[src/rtl/mem_port_arbiter.sv]
`timescale 1ns/1ps
// Round-robin owner of the unified memory port, shared by instruction fetch (IF) and load/store (LSU).
// One transaction is in flight at a time: grant in IDLE, a registered command in ISSUE, a bounded wait in WAIT.
module mem_port_arbiter #(
    parameter int AW      = 32,
    parameter int DW      = 32,
    parameter int TIMEOUT = 16
) (
    input  logic          clk_i,
    input  logic          rst_i,

    input  logic          if_req_i,
    input  logic [AW-1:0] if_addr_i,
    output logic          if_gnt_o,
    output logic          if_rvalid_o,
    output logic [DW-1:0] if_rdata_o,
    output logic          if_err_o,

    input  logic          ls_req_i,
    input  logic          ls_we_i,
    input  logic [AW-1:0] ls_addr_i,
    input  logic [DW-1:0] ls_wdata_i,
    output logic          ls_gnt_o,
    output logic          ls_rvalid_o,
    output logic [DW-1:0] ls_rdata_o,
    output logic          ls_err_o,

    output logic          mem_req_o,
    output logic          mem_we_o,
    output logic [AW-1:0] mem_addr_o,
    output logic [DW-1:0] mem_wdata_o,
    input  logic          mem_rvalid_i,
    input  logic [DW-1:0] mem_rdata_i,

    output logic          sel_o,
    output logic          busy_o
);

    localparam logic [1:0] S_IDLE  = 2'd0;
    localparam logic [1:0] S_ISSUE = 2'd1;
    localparam logic [1:0] S_WAIT  = 2'd2;

    localparam logic OWNER_IF = 1'b0;
    localparam logic OWNER_LS = 1'b1;

    localparam int            CW       = $clog2(TIMEOUT) + 1;
    localparam logic [CW-1:0] CNT_LAST = CW'(TIMEOUT - 1);

    logic [1:0]    state_q,     state_d;
    logic          owner_q,     owner_d;
    logic          last_q,      last_d;
    logic [CW-1:0] cnt_q,       cnt_d;
    logic          mem_req_q,   mem_req_d;
    logic          mem_we_q,    mem_we_d;
    logic [AW-1:0] mem_addr_q,  mem_addr_d;
    logic [DW-1:0] mem_wdata_q, mem_wdata_d;
    logic          if_rvalid_q, if_rvalid_d;
    logic          if_err_q,    if_err_d;
    logic [DW-1:0] if_rdata_q,  if_rdata_d;
    logic          ls_rvalid_q, ls_rvalid_d;
    logic          ls_err_q,    ls_err_d;
    logic [DW-1:0] ls_rdata_q,  ls_rdata_d;

    logic          grant_if;
    logic          grant_ls;
    logic          resp_fire;
    logic          resp_err;
    logic [DW-1:0] resp_data;

    // Grants are suppressed while reset is held so every output sits at its reset value.
    always_comb begin
        grant_if = 1'b0;
        grant_ls = 1'b0;
        if (state_q == S_IDLE && !rst_i) begin
            if (if_req_i && ls_req_i) begin
                grant_if = (last_q == OWNER_LS);
                grant_ls = (last_q == OWNER_IF);
            end else begin
                grant_if = if_req_i;
                grant_ls = ls_req_i;
            end
        end
    end

    always_comb begin
        state_d     = state_q;
        owner_d     = owner_q;
        last_d      = last_q;
        cnt_d       = cnt_q;
        mem_req_d   = 1'b0;
        mem_we_d    = mem_we_q;
        mem_addr_d  = mem_addr_q;
        mem_wdata_d = mem_wdata_q;
        resp_fire   = 1'b0;
        resp_err    = 1'b0;
        resp_data   = '0;

        case (state_q)
            S_IDLE: begin
                if (grant_if || grant_ls) begin
                    owner_d     = grant_ls ? OWNER_LS : OWNER_IF;
                    last_d      = grant_ls ? OWNER_LS : OWNER_IF;
                    mem_req_d   = 1'b1;
                    mem_we_d    = grant_ls & ls_we_i;
                    mem_addr_d  = grant_ls ? ls_addr_i : if_addr_i;
                    mem_wdata_d = grant_ls ? ls_wdata_i : '0;
                    state_d     = S_ISSUE;
                end
            end
            S_ISSUE: begin
                cnt_d   = '0;
                state_d = S_WAIT;
            end
            S_WAIT: begin
                // A response arriving on the last counted cycle still wins over the abort.
                if (mem_rvalid_i) begin
                    resp_fire = 1'b1;
                    resp_data = mem_rdata_i;
                    state_d   = S_IDLE;
                end else if (cnt_q == CNT_LAST) begin
                    resp_fire = 1'b1;
                    resp_err  = 1'b1;
                    state_d   = S_IDLE;
                end else begin
                    cnt_d = cnt_q + CW'(1);
                end
            end
            default: begin
                state_d = S_IDLE;
            end
        endcase
    end

    // Only the owner's response lanes ever carry anything; the other side stays at zero.
    always_comb begin
        if_rvalid_d = resp_fire & (owner_q == OWNER_IF);
        if_err_d    = resp_err  & (owner_q == OWNER_IF);
        if_rdata_d  = (owner_q == OWNER_IF) ? resp_data : '0;
        ls_rvalid_d = resp_fire & (owner_q == OWNER_LS);
        ls_err_d    = resp_err  & (owner_q == OWNER_LS);
        ls_rdata_d  = (owner_q == OWNER_LS) ? resp_data : '0;
    end

    always_ff @(posedge clk_i or posedge rst_i) begin
        if (rst_i) begin
            state_q     <= S_IDLE;
            owner_q     <= OWNER_IF;
            last_q      <= OWNER_LS;
            cnt_q       <= '0;
            mem_req_q   <= 1'b0;
            mem_we_q    <= 1'b0;
            mem_addr_q  <= '0;
            mem_wdata_q <= '0;
            if_rvalid_q <= 1'b0;
            if_err_q    <= 1'b0;
            if_rdata_q  <= '0;
            ls_rvalid_q <= 1'b0;
            ls_err_q    <= 1'b0;
            ls_rdata_q  <= '0;
        end else begin
            state_q     <= state_d;
            owner_q     <= owner_d;
            last_q      <= last_d;
            cnt_q       <= cnt_d;
            mem_req_q   <= mem_req_d;
            mem_we_q    <= mem_we_d;
            mem_addr_q  <= mem_addr_d;
            mem_wdata_q <= mem_wdata_d;
            if_rvalid_q <= if_rvalid_d;
            if_err_q    <= if_err_d;
            if_rdata_q  <= if_rdata_d;
            ls_rvalid_q <= ls_rvalid_d;
            ls_err_q    <= ls_err_d;
            ls_rdata_q  <= ls_rdata_d;
        end
    end

    assign if_gnt_o    = grant_if;
    assign ls_gnt_o    = grant_ls;
    assign if_rvalid_o = if_rvalid_q;
    assign if_err_o    = if_err_q;
    assign if_rdata_o  = if_rdata_q;
    assign ls_rvalid_o = ls_rvalid_q;
    assign ls_err_o    = ls_err_q;
    assign ls_rdata_o  = ls_rdata_q;
    assign mem_req_o   = mem_req_q;
    assign mem_we_o    = mem_we_q;
    assign mem_addr_o  = mem_addr_q;
    assign mem_wdata_o = mem_wdata_q;
    assign sel_o       = owner_q;
    assign busy_o      = (state_q != S_IDLE);

endmodule

[config.mk]
export PLATFORM = sky130hd
export DESIGN_NAME = mem_port_arbiter
export DESIGN_NICKNAME = d
export VERILOG_FILES = /design/src/rtl/mem_port_arbiter.sv
export SDC_FILE = /design/constraint.sdc
export NUM_CORES = 1
export LEC_CHECK = 0
export CAP_MARGIN = 20
export CELL_PAD_IN_SITES_DETAIL_PLACEMENT = 1
export CELL_PAD_IN_SITES_GLOBAL_PLACEMENT = 1
export CORE_ASPECT_RATIO = 0.75
export CORE_MARGIN = 5
export CORE_UTILIZATION = 27
export CTS_CLUSTER_SIZE = 14
export DETAILED_ROUTE_END_ITERATION = 6
export HOLD_SLACK_MARGIN = 0.06
export PLACE_DENSITY = 0.85
export SLEW_MARGIN = 40
export SYNTH_ARGS = -nofsm -noshare
export SYNTH_HDL_FRONTEND = slang
export SYNTH_SLANG_ARGS = --single-unit
[constraint.sdc]
create_clock -name clk_i -period 4.3 [get_ports clk_i]
set_input_delay 0.43 -clock clk_i [delete_from_list [all_inputs] [get_ports clk_i]]
set_output_delay 0.43 -clock clk_i [all_outputs]
set_load 0.01 [all_outputs]
==> results_dict.tcl <==
set metrics [dict create \
    ys.flop_type "dfrtp_1" \
    grt_start_max_net_pins 88 \
    syn_area_um2 5510 \
    yosysWarningCount 0 \
    drt-total-wl_mm 18.9 \
    fin_setup_tns_ns 0 \
    final_area_um2 9030 \
    fmax_ghz 0.323 \
    placed_area_um2 8420 \
    whs_path_depth 1 \
    cts-root-buf "clkbuf_16" \
    gp_congestion 0.769 \
    crit_required_ns 3.87 \
    cts_sinks 143 \
    hold_path.class "reg -> reg" \
    synth_cells 462 \
    synth.distinct_cells 38 \
    fin_crit_sh_pct 72.1 \
    path_buf_inv 1 \
    ys_ff_latch 143 \
    synth_top_cell_area_share_pct 64.5 \
    path_cells "or3_1, nor2_8, clkdlybuf4s50_1" \
    place_hpwl_mm 13.6 \
    die-area_um2 23400 \
    finalPower_mw 5.00 \
    outcome "complete, no violations" \
    dr.pass1.iters 4 \
    vias 4701 \
    cts_max_level 4 \
    cpPeakStageDelay_ns 0.64 \
    cts_resized 0 \
    final_common_cell "clkdlybuf4s50_1" \
    synth_edf_count 0 \
    path_max_fanout 36 \
    start_util_pct 27.3 \
    cp-end-kind "output port" \
    clkTransAtPathRegs_ns 0.07 \
    hold_end "mem_wdata_o[9]" \
    antenna_found_initial 0 \
    overflow 0 \
    worstMarginPinSlew_ns 0.690 \
    r2r_setup_slack_ns 1.88 \
    maxCapViolations 0 \
    die_h_um 134 \
    portBuffers 271 \
    cts_tree "built" \
    fin_skew_ns 0.0114 \
    fillers 2182 \
    area_delta_synth_final_pct 64.0 \
    grt_first_pass_wirelength_mm 29.5 \
    grt_pass1_vias 5122 \
    start_kind "flop" \
    layout.nets 856 \
    async_flop_share_pct 100 \
    drcViolationCount 0 \
    cts_buffers 17 \
    cp.depth 3 \
    ctsHoldBuffers 0 \
    die_w_um 175 \
    most-common-layout-cells "clkdlybuf4s50_1, dfrtp_1, and2_1, a21oi_1, a22o_1" \
    core_um2 20200 \
    r2r_start "state_q[0]" \
    powerDensity_nw_per_um2 553 \
    slew_violations 0 \
    syn-num-nets 598 \
    layout-drive-gt1-share_pct 6.96 \
    path_delay_family "simple AND/OR/NAND/NOR gates" \
    finalCriticalPeriod_ns 3.10 \
    finalHoldViolCount 0 \
    diodes 0 \
    num_rows 45 \
    wl_per_cell_um 19.1 \
    post-route-util_pct 44.8 \
    setup_viol 0 \
    p_leak_nw 3.85 \
    synth.avg_cell_area_um2 11.9 \
    cp.arrival_ns 2.67 \
    slew_headroom_pct 54.0 \
    cpMaxStageDelayCell "clkdlybuf4s50_1" \
    rr_worst_depth 5 \
    clkLatencyLatePin_ns 0.42 \
    postCtsSetupRepairBufs 0 \
    ant_nets 0 \
    viasPerCell 4.74 \
    crit_type "reg -> out" \
    post-synth-top-area-cell "dfrtp_1" \
    cts_buffer_depth 2 \
    rsz0062_at_grt "no" \
    ys_seq_area_share_pct 65.0 \
    dr.first_iter.drc_count 278 \
    num_io_pins 272 \
    grt.total_usage_pct 16.1 \
    vdd_drop_max_mv 0.249 \
    synthTopCellsByArea "dfrtp_1, and2_1, a22o_1" \
    worstHoldStart "mem_wdata_o[9]" \
    regToRegEndpoint "mem_addr_o[15]" \
]
[metrics by stage]
stage	std cells	setup slack (ns)	hold slack, ns
2_1_floorplan	462	0.0337	0.496
3_3_place_gp	959	1.24	0.486
3_5_place_dp	959	1.28	0.491
4_1_cts	991	1.16	0.511
5_1_grt	991	1.07	0.520
6_report	991	1.20	0.505
[state kept, by name (all words and copies together) (netlist names), 2 cells and up]
name / cells
if_rdata_o: 32
ls_rdata_o: 32
mem_addr_o: 32
mem_wdata_o: 32
cnt_q: 5
state_q: 2
[cells by family after synthesis]
kind of cell             Yosys count  share of synthesized area, %
flip-flops                       143                          65.0
multiplexers                       1                         0.182
AND/OR/NAND/NOR                  123                          13.3
AO/OA/AOI/OAI                    146                          17.0
buffers and inverters             47                          4.13
adder cells (fa/ha/maj)            2                         0.454
[how the worst max path moves through the flow]
stage	slack [ns]	start	end
2_1_floorplan	0.03	rst_i	cnt_q[0]
3_3_place_gp	1.24	rst_i	ls_gnt_o
3_5_place_dp	1.28	rst_i	ls_gnt_o
4_1_cts	1.16	state_q[0]	ls_gnt_o
5_1_grt	1.07	state_q[0]	ls_gnt_o
6_report	1.20	state_q[0]	ls_gnt_o
[routing by layer]
metal  share of wire (%)  GRT usage, %  wire length, um
met2                  49          26.7             9310
met4                 1.1          4.23              217
met1                  41          19.3             7800
met3                 8.4          7.18             1590
met5                   0             0                0
[power by group]
group | leakage, nW | internal, mW | switching, mW
sequential | 1.85 | 1.68 | 0.224
clock | 0.298 | 0.792 | 0.700
combinational | 1.69 | 0.886 | 0.717
[cells in the mapped netlist (all sizes together), types with 2 or more instances]
cell,n
o2bb2ai,2
a31oi,33
dfrtp,142
nand2,4
inv,8
a311o,2
o21ai,33
or2,2
a21o,2
buf,17
ha,2
nor2,8
and2,65
clkbuf,22
nand3,32
a22o,35
nand2b,2
a21oi,36
and3,3
[cell type report]
class / count / area, um^2 / share of cell area [%]
Sequential cell: 143 / 3580 / 39.6
Timing Repair Buffer: 278 / 2770 / 30.6
Multi-Input combinational cell: 272 / 1720 / 19.0
Clock buffer: 17 / 425 / 4.71
Tap cell: 258 / 323 / 3.57
Clock inverter: 15 / 189 / 2.09
Inverter: 8 / 37.5 / 0.415
Power figures use the tool's default switching activity.
